File: config.mk
export PLATFORM = sky130hd
export DESIGN_NAME = rgmii_rx_frame
export DESIGN_NICKNAME = d
export VERILOG_FILES = /design/src/rtl/rgmii_rx_frame.sv
export SDC_FILE = /design/constraint.sdc
export NUM_CORES = 1
export LEC_CHECK = 0
export ABC_AREA = 1
export BUFFER_PORTS_ARGS = -buffer_cell sky130_fd_sc_hd__buf_2
export CORE_UTILIZATION = 45
export CTS_CLUSTER_DIAMETER = 120
export DETAILED_ROUTE_END_ITERATION = 6
export GPL_TIMING_DRIVEN = 0
export PLACE_DENSITY = 0.59
export SLEW_MARGIN = 10
export SYNTH_ARGS = -nofsm -noshare
export SYNTH_HDL_FRONTEND = slang
export SYNTH_SLANG_ARGS = --single-unit
File: constraint.sdc
create_clock -name clk -period 2.15 [get_ports clk]
set_input_delay 0.3225 -clock clk [delete_from_list [all_inputs] [get_ports clk]]
set_output_delay 0.3225 -clock clk [all_outputs]
set_load 0.05 [all_outputs]
File: src/rtl/rgmii_rx_frame.sv
// RGMII receive frame engine: finds preamble/SFD, strips FCS, checks CRC/length/RX_ER, counts frames.
// Payload byte k out one cycle after byte k+5 is sampled. There is no backpressure; the consumer takes every beat.
module rgmii_rx_frame #(
  parameter int MAX_LEN = 1518,
  parameter int MIN_LEN = 64,
  parameter int CNT_W   = 16
) (
  input  logic             clk,
  input  logic             reset,
  input  logic [7:0]       rx_data,
  input  logic [1:0]       rx_ctl,
  output logic [7:0]       out_data,
  output logic             out_valid,
  output logic             out_last,
  output logic             out_good,
  output logic [CNT_W-1:0] frames_ok,
  output logic [CNT_W-1:0] frames_bad
);

  localparam int LEN_W = $clog2(MAX_LEN + 1);
  localparam logic [LEN_W-1:0] MAX_L  = LEN_W'(MAX_LEN);
  localparam logic [LEN_W-1:0] MIN_L  = LEN_W'(MIN_LEN);
  localparam logic [LEN_W-1:0] HOLD_L = LEN_W'(5);
  localparam logic [31:0] POLY    = 32'hEDB88320;
  localparam logic [31:0] RESIDUE = 32'hDEBB20E3;

  typedef enum logic [1:0] {IDLE, PREAMBLE, DATA, DROP} state_t;

  state_t           state;
  logic [LEN_W-1:0] len;
  logic [31:0]      crc;
  logic             err;
  logic [4:0][7:0]  dly;

  logic dv;
  logic er;
  logic frame_good;

  assign dv = rx_ctl[0];
  assign er = rx_ctl[0] ^ rx_ctl[1];

  // Running over data+FCS leaves the fixed residue when the FCS matches.
  assign frame_good = (crc == RESIDUE) && !err && (len >= MIN_L) && (len <= MAX_L);

  function automatic logic [31:0] crc_next(input logic [31:0] c, input logic [7:0] d);
    logic [31:0] r;
    r = c;
    for (int i = 0; i < 8; i++) begin
      r = (r[0] ^ d[i]) ? ((r >> 1) ^ POLY) : (r >> 1);
    end
    return r;
  endfunction

  function automatic logic [CNT_W-1:0] sat_inc(input logic [CNT_W-1:0] c);
    return (&c) ? c : c + 1'b1;
  endfunction

  always_ff @(posedge clk) begin
    if (reset) begin
      state      <= IDLE;
      len        <= '0;
      crc        <= '1;
      err        <= 1'b0;
      dly        <= '0;
      out_data   <= '0;
      out_valid  <= 1'b0;
      out_last   <= 1'b0;
      out_good   <= 1'b0;
      frames_ok  <= '0;
      frames_bad <= '0;
    end else begin
      out_valid <= 1'b0;
      out_last  <= 1'b0;
      out_good  <= 1'b0;
      case (state)
        IDLE: begin
          if (dv) begin
            if (rx_data == 8'h55) begin
              state <= PREAMBLE;
            end else begin
              state      <= DROP;
              frames_bad <= sat_inc(frames_bad);
            end
          end
        end
        PREAMBLE: begin
          if (!dv) begin
            state <= IDLE;
          end else if (rx_data == 8'hD5) begin
            state <= DATA;
            len   <= '0;
            crc   <= '1;
            err   <= 1'b0;
            dly   <= '0;
          end else if (rx_data != 8'h55) begin
            state      <= DROP;
            frames_bad <= sat_inc(frames_bad);
          end
        end
        DATA: begin
          if (dv) begin
            if (len == MAX_L) begin
              // Oversize: close the frame on the oldest held byte and discard the rest.
              out_data   <= dly[4];
              out_valid  <= 1'b1;
              out_last   <= 1'b1;
              out_good   <= 1'b0;
              frames_bad <= sat_inc(frames_bad);
              state      <= DROP;
            end else begin
              crc <= crc_next(crc, rx_data);
              dly <= {dly[3:0], rx_data};
              len <= len + 1'b1;
              if (er) begin
                err <= 1'b1;
              end
              if (len >= HOLD_L) begin
                out_data  <= dly[4];
                out_valid <= 1'b1;
              end
            end
          end else begin
            // The four youngest held bytes are the FCS and are dropped here.
            if (len >= HOLD_L) begin
              out_data  <= dly[4];
              out_valid <= 1'b1;
              out_last  <= 1'b1;
              out_good  <= frame_good;
              if (frame_good) begin
                frames_ok <= sat_inc(frames_ok);
              end else begin
                frames_bad <= sat_inc(frames_bad);
              end
            end else begin
              frames_bad <= sat_inc(frames_bad);
            end
            state <= IDLE;
          end
        end
        DROP: begin
          if (!dv) begin
            state <= IDLE;
          end
        end
        default: state <= IDLE;
      endcase
    end
  end

endmodule
==> results of run 1 <==
==> through the flow <==
stage	cells	setup WS, ns	setup TNS (ns)
finish	1370	0.1152	0
global route	1370	0.002596	0
CTS	1368	0.04285	0
detailed placement	1336	-0.06827	-0.2303
global placement	1336	-0.06507	-0.2916
floorplan	1067	0.03524	0
==> registers in the layout, summed over array words and instances, names as in the netlist <==
name	count
err	1
state	2
out_good	1
out_valid	1
frames_ok	16
len	11
frames_bad	16
out_last	1
out_data	8
crc	32
dly	40
==> cells by family (layout without fill, tap and decap cells) <==
logic type      count (synthesis)  count (layout)  synth area share (%)
flops                         129             129                 35.48
compound gates                198             198                 15.04
buf+inv                       142             229                 8.044
xor+xnor                       69              69                 8.611
fa+ha+maj                       5               5                0.8594
simple gates                  524             524                 31.97
==> power by group <==
part	internal [mW]	switching (mW)	leakage, nW
Combinational	0.542	1.14	2.36
Sequential	2.57	0.133	1.05
Clock	1.60	1.21	0.270
==> routing by layer <==
metal | vias up | track usage [%] | routed length (um)
li1 | 3637 | - | -
met1 | 3216 | 38.52 | 10520
met2 | 140 | 40.26 | 9103
met3 | 28 | 5.202 | 889
met4 | 0 | 7.543 | 268
met5 | - | 0 | 0
==> layout by cell type, fill, tap and decap left out, drive strengths merged <==
cell / netlist / final
xor2: 47 / 47
xnor2: 22 / 22
a211oi: 5 / 5
a21oi: 87 / 87
a31o: 1 / 1
o21ai: 87 / 87
nor3: 24 / 24
o2111ai: 1 / 1
buf: 24 / 78
clkinv: 0 / 7
or2: 1 / 1
ha: 5 / 5
nor2: 142 / 142
nand2: 245 / 245
nand3b: 3 / 3
a21boi: 1 / 1
o21a: 1 / 1
clkbuf: 22 / 40
nor3b: 1 / 1
nand3: 81 / 81
dfxtp: 129 / 129
o21bai: 3 / 3
and2: 1 / 1
clkinvlp: 0 / 3
nor4: 1 / 1
o211ai: 12 / 12
inv: 96 / 100
nand4: 25 / 25
bufinv: 0 / 1
==> path summary, 6_finish.rpt <==
path	startpoint	cells after the start	endpoint
setup / recovery	crc[2]	12	crc[4]
hold / removal	rx_data[5]	3	dly[5]
setup reg to reg	crc[2]	12	crc[4]
hold reg to reg	dly[38]	2	dly[38]
==> tightest hold or removal path: stages <==
cell and delay (ns):
sky130_fd_sc_hd__buf_2 0.11, sky130_fd_sc_hd__a21oi_1 0.06, sky130_fd_sc_hd__nor2_1 0.09
==> repair_timing <==
item	CTS	global route
resized for setup	2	10
pin swaps	0	1
buffers inserted	0	2
endpoints found under the setup margin	11	25
==> area by class of cell <==
class | instances | share of cell area, %
repair buffers | 55 | 3.327
well taps | 216 | 3.209
clock inverters | 15 | 1.589
multi-input cells | 796 | 49.09
plain buffers | 46 | 2.748
inverters | 96 | 4.278
flip-flops and latches | 129 | 30.70
clock buffers | 17 | 5.051
==> impl_metrics.prom, run 1 <==
# TYPE chip_impl_metric gauge
chip_impl_info{name="criticalPathCategory",value="flip-flop to flip-flop"} 1
chip_impl_metric{name="syn_nets",unit=""} 1084
chip_impl_metric{name="drive_above_1_share",unit="%"} 14.90
chip_impl_metric{name="post_cts_hold_buffer_count",unit=""} 0
chip_impl_metric{name="postRouteAntennaNets",unit=""} 0
chip_impl_metric{name="placementRows",unit=""} 46
chip_impl_metric{name="skew",unit="ns"} 0.01025
chip_impl_metric{name="grt_max_degree",unit=""} 17
chip_impl_metric{name="syn_to_final_growth",unit="%"} 15.71
chip_impl_metric{name="synth_edf_count",unit=""} 0
chip_impl_metric{name="die_footprint",unit="mm2"} 0.01669
chip_impl_metric{name="gp_congestion",unit=""} 0.9007
chip_impl_info{name="start_kind",value="flip-flop"} 1
chip_impl_info{name="yosys_most_used_dff",value="sky130_fd_sc_hd__dfxtp_1"} 1
chip_impl_metric{name="post-route-util",unit="%"} 53.22
chip_impl_info{name="rsz0062_at_grt",value="no"} 1
chip_impl_metric{name="worstPathBufferInverterCount",unit=""} 3
chip_impl_metric{name="grt_antenna_before_repair",unit=""} 0
chip_impl_metric{name="cellLeakagePower",unit="nW"} 3.677
chip_impl_metric{name="dpl-instance-area",unit="mm2"} 0.007816
chip_impl_metric{name="clock_path_buffers",unit=""} 2
chip_impl_info{name="crit_chain",value="inv_1 > nand2_1 > nand2_1 > inv_1 > nand2_1 > nand2_2 > nand2_1 > inv_1 > o21ai_0 > nand3_1 > nand2_1 > nand3_1"} 1
chip_impl_metric{name="final_period_minus_worst_setup_slack",unit="ns"} 2.035
chip_impl_metric{name="crit_arrival",unit="ns"} 2.33
chip_impl_info{name="crit_path_end_kind",value="flip-flop"} 1
chip_impl_metric{name="ys_async_sr_fraction",unit="%"} 0
chip_impl_metric{name="grt-ovfl-total",unit=""} 0
chip_impl_metric{name="timing.final.crit_share",unit="%"} 94.64
chip_impl_metric{name="post_synthesis_cell_area",unit="mm2"} 0.007279
chip_impl_metric{name="timing.slew.headroom",unit="%"} 49.82
chip_impl_metric{name="cts-buffers-inserted",unit=""} 17
chip_impl_info{name="netlist_top_cells_count",value="sky130_fd_sc_hd__nand2_1 (224), sky130_fd_sc_hd__nor2_1 (134), sky130_fd_sc_hd__dfxtp_1 (129)"} 1
chip_impl_metric{name="placeableCoreArea",unit="mm2"} 0.01583
chip_impl_metric{name="via_count_of_the_first_global_routing_pass",unit=""} 6524
chip_impl_metric{name="dp_hpwl",unit="um"} 15310
chip_impl_metric{name="cap_violations",unit=""} 0
chip_impl_metric{name="synth_cell_types",unit=""} 43
chip_impl_metric{name="design_area",unit="mm2"} 0.008423
chip_impl_metric{name="synth_top_cell_area_share",unit="%"} 35.48
chip_impl_metric{name="total_power",unit="mW"} 7.188
chip_impl_metric{name="p_per_area",unit="mW/mm2"} 853.4
chip_impl_metric{name="register_bit_total_from_synthesis",unit=""} 129
chip_impl_info{name="hold_path.class",value="input port to flip-flop"} 1
chip_impl_metric{name="grt_first_pass_wirelength",unit="um"} 34170
chip_impl_metric{name="drt_drc_violations_left",unit=""} 0
chip_impl_metric{name="whs",unit="ns"} 0.1862
chip_impl_metric{name="horiz_die_dim",unit="um"} 129.2
chip_impl_info{name="cell_with_the_most_instances_on_the_worst_path",value="sky130_fd_sc_hd__nand2_1"} 1
chip_impl_metric{name="timing.critical_path.required",unit="ns"} 2.45
chip_impl_metric{name="setup.reg_to_reg.worst_slack",unit="ns"} 0.12
chip_impl_metric{name="drt_iter0_markers",unit=""} 483
chip_impl_metric{name="firstDrtPassIters",unit=""} 5
chip_impl_metric{name="final_nets",unit=""} 1158
chip_impl_info{name="worst_path_dominant_cell_family",value="simple AND/OR/NAND/NOR gates"} 1
chip_impl_metric{name="timing_worst_slew_pin_value",unit="ns"} 0.7528
chip_impl_metric{name="filler_cell_count",unit=""} 1600
chip_impl_info{name="cts_tree",value="built"} 1
chip_impl_metric{name="syn_inst",unit=""} 1067
chip_impl_metric{name="grt_use_total",unit="%"} 26.71
chip_impl_metric{name="routed-via-count",unit=""} 7021
chip_impl_metric{name="irDropWorstVdd",unit="uV"} 570.3
chip_impl_metric{name="diodes",unit=""} 0
chip_impl_metric{name="max_freq",unit="MHz"} 491.4
chip_impl_metric{name="seq_area_frac_synth",unit="%"} 35.48
chip_impl_metric{name="layout.area.seq",unit="mm2"} 0.002586
chip_impl_metric{name="number_of_max_slew_violations_in_the_final_report",unit=""} 0
chip_impl_metric{name="cts.reportedPaths.clkPinSlew",unit="ns"} 0.07
chip_impl_metric{name="initial_cell_density_of_the_core",unit="%"} 45.99
chip_impl_metric{name="via_density",unit=""} 5.125
chip_impl_metric{name="routedWlPerCell",unit="um"} 15.17
chip_impl_metric{name="place.port_buffers",unit=""} 53
chip_impl_metric{name="avgSynthCellArea",unit="um2"} 6.822
chip_impl_info{name="slowest_library_cell_on_the_worst_path",value="sky130_fd_sc_hd__dfxtp_1"} 1
chip_impl_metric{name="floorplan.die.height",unit="um"} 129.2
chip_impl_metric{name="worstPathMaxFanout",unit=""} 7
chip_impl_info{name="clock_tree.root_cell",value="sky130_fd_sc_hd__clkbuf_16"} 1
chip_impl_metric{name="area_occupied_by_multi_input_gates",unit="mm2"} 0.004135
chip_impl_metric{name="clkLatencyLatePin",unit="ns"} 0.43
chip_impl_info{name="outcome",value="finished clean"} 1
chip_impl_metric{name="yosys_warnings",unit=""} 0
chip_impl_metric{name="setup_viol",unit=""} 0
chip_impl_info{name="synthDominantAreaCellType",value="sky130_fd_sc_hd__dfxtp_1"} 1
chip_impl_info{name="synth.most_common_cell",value="sky130_fd_sc_hd__nand2_1"} 1
chip_impl_metric{name="htree_num_levels",unit=""} 4
chip_impl_metric{name="cts.sink_count",unit=""} 129
chip_impl_metric{name="final-hold-violation-count",unit=""} 0
chip_impl_info{name="post_synth_main_area_contributors",value="sky130_fd_sc_hd__dfxtp_1 (35%), sky130_fd_sc_hd__nand2_1 (12%), sky130_fd_sc_hd__nor2_1 (6.9%)"} 1
chip_impl_metric{name="cp_slowest_stage_delay",unit="ns"} 0.33
chip_impl_metric{name="totalWireLength",unit="um"} 20780
chip_impl_metric{name="ioPinCount",unit=""} 55
Power figures use the tool's default switching activity.
==> inputs of run 2 (changes only) <==
--- a/config.mk
+++ b/config.mk
@@ -7,6 +7,7 @@
 export LEC_CHECK = 0
 export ABC_AREA = 1
 export BUFFER_PORTS_ARGS = -buffer_cell sky130_fd_sc_hd__buf_2
+export CORE_ASPECT_RATIO = 1.75
 export CORE_UTILIZATION = 45
 export CTS_CLUSTER_DIAMETER = 120
 export DETAILED_ROUTE_END_ITERATION = 6
==> run 2 against run 1 <==
Maximum frequency rose by 0.94%. Register-to-register slack improved by 0.02 ns. Total power fell by 0.69%. Clock skew rose by 0.0018 ns. Clock-buffer cell count did not move. Critical path depth fell by 5. First-iteration DRC count fell by 8.9%. Critical endpoint is now crc[0]. Largest cell class unchanged. Largest power group unchanged. Highest routed layer unchanged.
==> impl_metrics.prom, run 2 (synthesis results as in run 1) <==
# TYPE chip_impl_metric gauge
chip_impl_info{name="crit_chain",value="inv_1 > nor2_1 > nand4_1 > nand2_2 > clkbuf_1 > o21ai_0 > o211ai_1"} 1
chip_impl_info{name="hold_path_end",value="dly[5]"} 1
chip_impl_metric{name="place.port_buffers",unit=""} 53
chip_impl_info{name="r2r-end",value="crc[0]"} 1
chip_impl_metric{name="skew",unit="ns"} 0.01210
chip_impl_metric{name="wl_met3",unit="um"} 840
chip_impl_metric{name="grt_antenna_before_repair",unit=""} 0
chip_impl_metric{name="timing_worst_slew_pin_value",unit="ns"} 0.7277
chip_impl_metric{name="floorplan.die.height",unit="um"} 170.3
chip_impl_metric{name="htree_num_levels",unit=""} 4
chip_impl_metric{name="worstPathBufferInverterCount",unit=""} 2
chip_impl_metric{name="via_density",unit=""} 5.337
chip_impl_metric{name="initial_cell_density_of_the_core",unit="%"} 45.85
chip_impl_metric{name="grt-ovfl-total",unit=""} 0
chip_impl_info{name="top_signal_layer_used",value="met4"} 1
chip_impl_metric{name="setup.reg_to_reg.worst_slack",unit="ns"} 0.13
chip_impl_metric{name="whs_path_depth",unit=""} 3
chip_impl_metric{name="dpl-instance-area",unit="mm2"} 0.007782
chip_impl_metric{name="met1Wirelength",unit="um"} 8185
chip_impl_metric{name="diodes",unit=""} 0
chip_impl_metric{name="routed-via-count",unit=""} 7162
chip_impl_metric{name="timing.final.crit_share",unit="%"} 93.76
chip_impl_metric{name="ioPinCount",unit=""} 55
chip_impl_info{name="commonest_cells_after_routing_fill_and_taps_aside",value="sky130_fd_sc_hd__nand2_1 (224), sky130_fd_sc_hd__nor2_1 (131), sky130_fd_sc_hd__dfxtp_1 (126), sky130_fd_sc_hd__inv_1 (90), sky130_fd_sc_hd__o21ai_0 (83)"} 1
chip_impl_metric{name="final_period_minus_worst_setup_slack",unit="ns"} 2.016
chip_impl_info{name="clock_tree.root_cell",value="sky130_fd_sc_hd__clkbuf_16"} 1
chip_impl_metric{name="cts-buffers-inserted",unit=""} 17
chip_impl_metric{name="grt_first_pass_wirelength",unit="um"} 35610
chip_impl_metric{name="clock_path_buffers",unit=""} 2
chip_impl_info{name="crit_path_end_kind",value="flip-flop"} 1
chip_impl_metric{name="firstDrtPassIters",unit=""} 5
chip_impl_metric{name="cap_violations",unit=""} 0
chip_impl_metric{name="area_occupied_by_multi_input_gates",unit="mm2"} 0.004153
chip_impl_info{name="cts_tree",value="built"} 1
chip_impl_metric{name="placementRows",unit=""} 61
chip_impl_info{name="start_kind",value="flip-flop"} 1
chip_impl_metric{name="horiz_die_dim",unit="um"} 98.15
chip_impl_metric{name="postRouteAntennaNets",unit=""} 0
chip_impl_metric{name="setup_viol",unit=""} 0
chip_impl_metric{name="drive_above_1_share",unit="%"} 15.09
chip_impl_metric{name="dpl_worst_slack",unit="ns"} -0.1582
chip_impl_metric{name="worstPathMaxFanout",unit=""} 10
chip_impl_metric{name="grt_use_total",unit="%"} 27.65
chip_impl_metric{name="timing.slew.headroom",unit="%"} 51.49
chip_impl_metric{name="flip_flop_count_of_the_largest_register_all_copies_and_words_added",unit=""} 40
chip_impl_metric{name="drt_drc_violations_left",unit=""} 0
chip_impl_info{name="mostFrequentLayoutCell",value="sky130_fd_sc_hd__nand2_1"} 1
chip_impl_metric{name="design_area",unit="mm2"} 0.008391
chip_impl_metric{name="crit_arrival",unit="ns"} 2.37
chip_impl_metric{name="clkLatencyLatePin",unit="ns"} 0.43
chip_impl_metric{name="timing.critical_path.required",unit="ns"} 2.51
chip_impl_metric{name="met2_routed_wl",unit="um"} 11850
chip_impl_metric{name="irDropWorstVdd",unit="uV"} 513.3
chip_impl_metric{name="via_count_of_the_first_global_routing_pass",unit=""} 7029
chip_impl_info{name="criticalPathCategory",value="flip-flop to flip-flop"} 1
chip_impl_metric{name="number_of_max_slew_violations_in_the_final_report",unit=""} 0
chip_impl_metric{name="die_footprint",unit="mm2"} 0.01671
chip_impl_metric{name="final-hold-violation-count",unit=""} 0
chip_impl_metric{name="cellLeakagePower",unit="nW"} 3.668
chip_impl_metric{name="cp_slowest_stage_delay",unit="ns"} 0.47
chip_impl_info{name="outcome",value="finished clean"} 1
chip_impl_metric{name="placeableCoreArea",unit="mm2"} 0.01588
chip_impl_metric{name="routedWlPerCell",unit="um"} 16.52
chip_impl_metric{name="p_per_area",unit="mW/mm2"} 850.8
chip_impl_metric{name="layout.area.seq",unit="mm2"} 0.002586
chip_impl_metric{name="syn_to_final_growth",unit="%"} 15.26
chip_impl_metric{name="gp_congestion",unit=""} 0.9116
chip_impl_metric{name="cts.sink_count",unit=""} 129
chip_impl_info{name="worst_path_dominant_cell_family",value="simple AND/OR/NAND/NOR gates"} 1
chip_impl_info{name="slowest_library_cell_on_the_worst_path",value="sky130_fd_sc_hd__clkbuf_1"} 1
chip_impl_metric{name="final.setup.worst_slack",unit="ns"} 0.1341
chip_impl_info{name="rsz0062_at_grt",value="no"} 1
chip_impl_metric{name="final_nets",unit=""} 1157
chip_impl_info{name="hold_path.class",value="input port to flip-flop"} 1
chip_impl_info{name="biggestRegsByFlops",value="dly x40, crc x32"} 1
chip_impl_metric{name="cts.reportedPaths.clkPinSlew",unit="ns"} 0.07
chip_impl_info{name="regToRegStartpoint",value="state[0]"} 1
chip_impl_metric{name="drt_iter0_markers",unit=""} 440
chip_impl_metric{name="total_power",unit="mW"} 7.139
chip_impl_info{name="min-delay-start",value="rx_data[5]"} 1
chip_impl_metric{name="dp_hpwl",unit="um"} 16880
chip_impl_metric{name="totalWireLength",unit="um"} 22160
chip_impl_info{name="registers.top_by_ff_count",value="dly"} 1
chip_impl_metric{name="max_freq",unit="MHz"} 496.0
chip_impl_metric{name="filler_cell_count",unit=""} 1639
chip_impl_metric{name="grt_max_degree",unit=""} 17
chip_impl_metric{name="r2r_cells",unit=""} 7
==> run 2: tightest hold or removal path: stages <==
cell,delay (ns)
sky130_fd_sc_hd__buf_2,0.12
sky130_fd_sc_hd__a21oi_1,0.06
sky130_fd_sc_hd__nor2_1,0.08
==> run 2: layer usage <==
metal	up-vias	GRT usage, %
met3	79	4.600
met1	3254	26.59
met5	-	0
met2	187	53.49
li1	3642	-
met4	0	17.85
==> run 2: final cells by class <==
type                            instances  share of cell area (%)
Multi-Input combinational cell        796                   49.49
Tap cell                              189                   2.818
Buffer                                 46                   2.759
Inverter                               96                   4.295
Timing Repair Buffer                   54                   3.251
Clock inverter                         15                   1.491
Sequential cell                       129                   30.82
Clock buffer                           17                   5.070
==> run 2: power by group <==
group | internal (mW) | switching [mW] | leakage, nW
registers | 2.57 | 0.136 | 1.05
logic | 0.543 | 1.17 | 2.35
clock network | 1.50 | 1.22 | 0.265
==> run 2: metrics by stage <==
stage,std cells,setup TNS (ns),utilization [%],hold slack (ns)
after floorplan,1067,0,-,0.4315
after global placement,1309,-1.286,49.02,0.4478
after detailed placement,1309,-1.041,49.02,0.4513
after CTS,1341,0,52.49,0.1857
after global routing,1342,0,52.85,0.2154
final,1342,0,52.85,0.1852
==> run 2: worst max-delay path by stage <==
| stage | to | slack, ns | start | cells past startpoint |
|---|---|---|---|---|
| floorplan | frames_bad[2] | 0.04 | frames_bad[1] | 12 |
| global placement | crc[26] | -0.18 | rx_data[5] | 9 |
| detailed placement | crc[26] | -0.16 | rx_data[5] | 9 |
| CTS | frames_ok[2] | 0.0004 | crc[5] | 11 |
| global route | out_data[2] | 0.008 | len[7] | 10 |
| finish | crc[0] | 0.13 | state[0] | 7 |
==> run 2: timing repair <==
action,in CTS,in global routing
buffers inserted,0,1
setup endpoints to repair,0,31
hold buffers,0,0
resized for setup,0,16
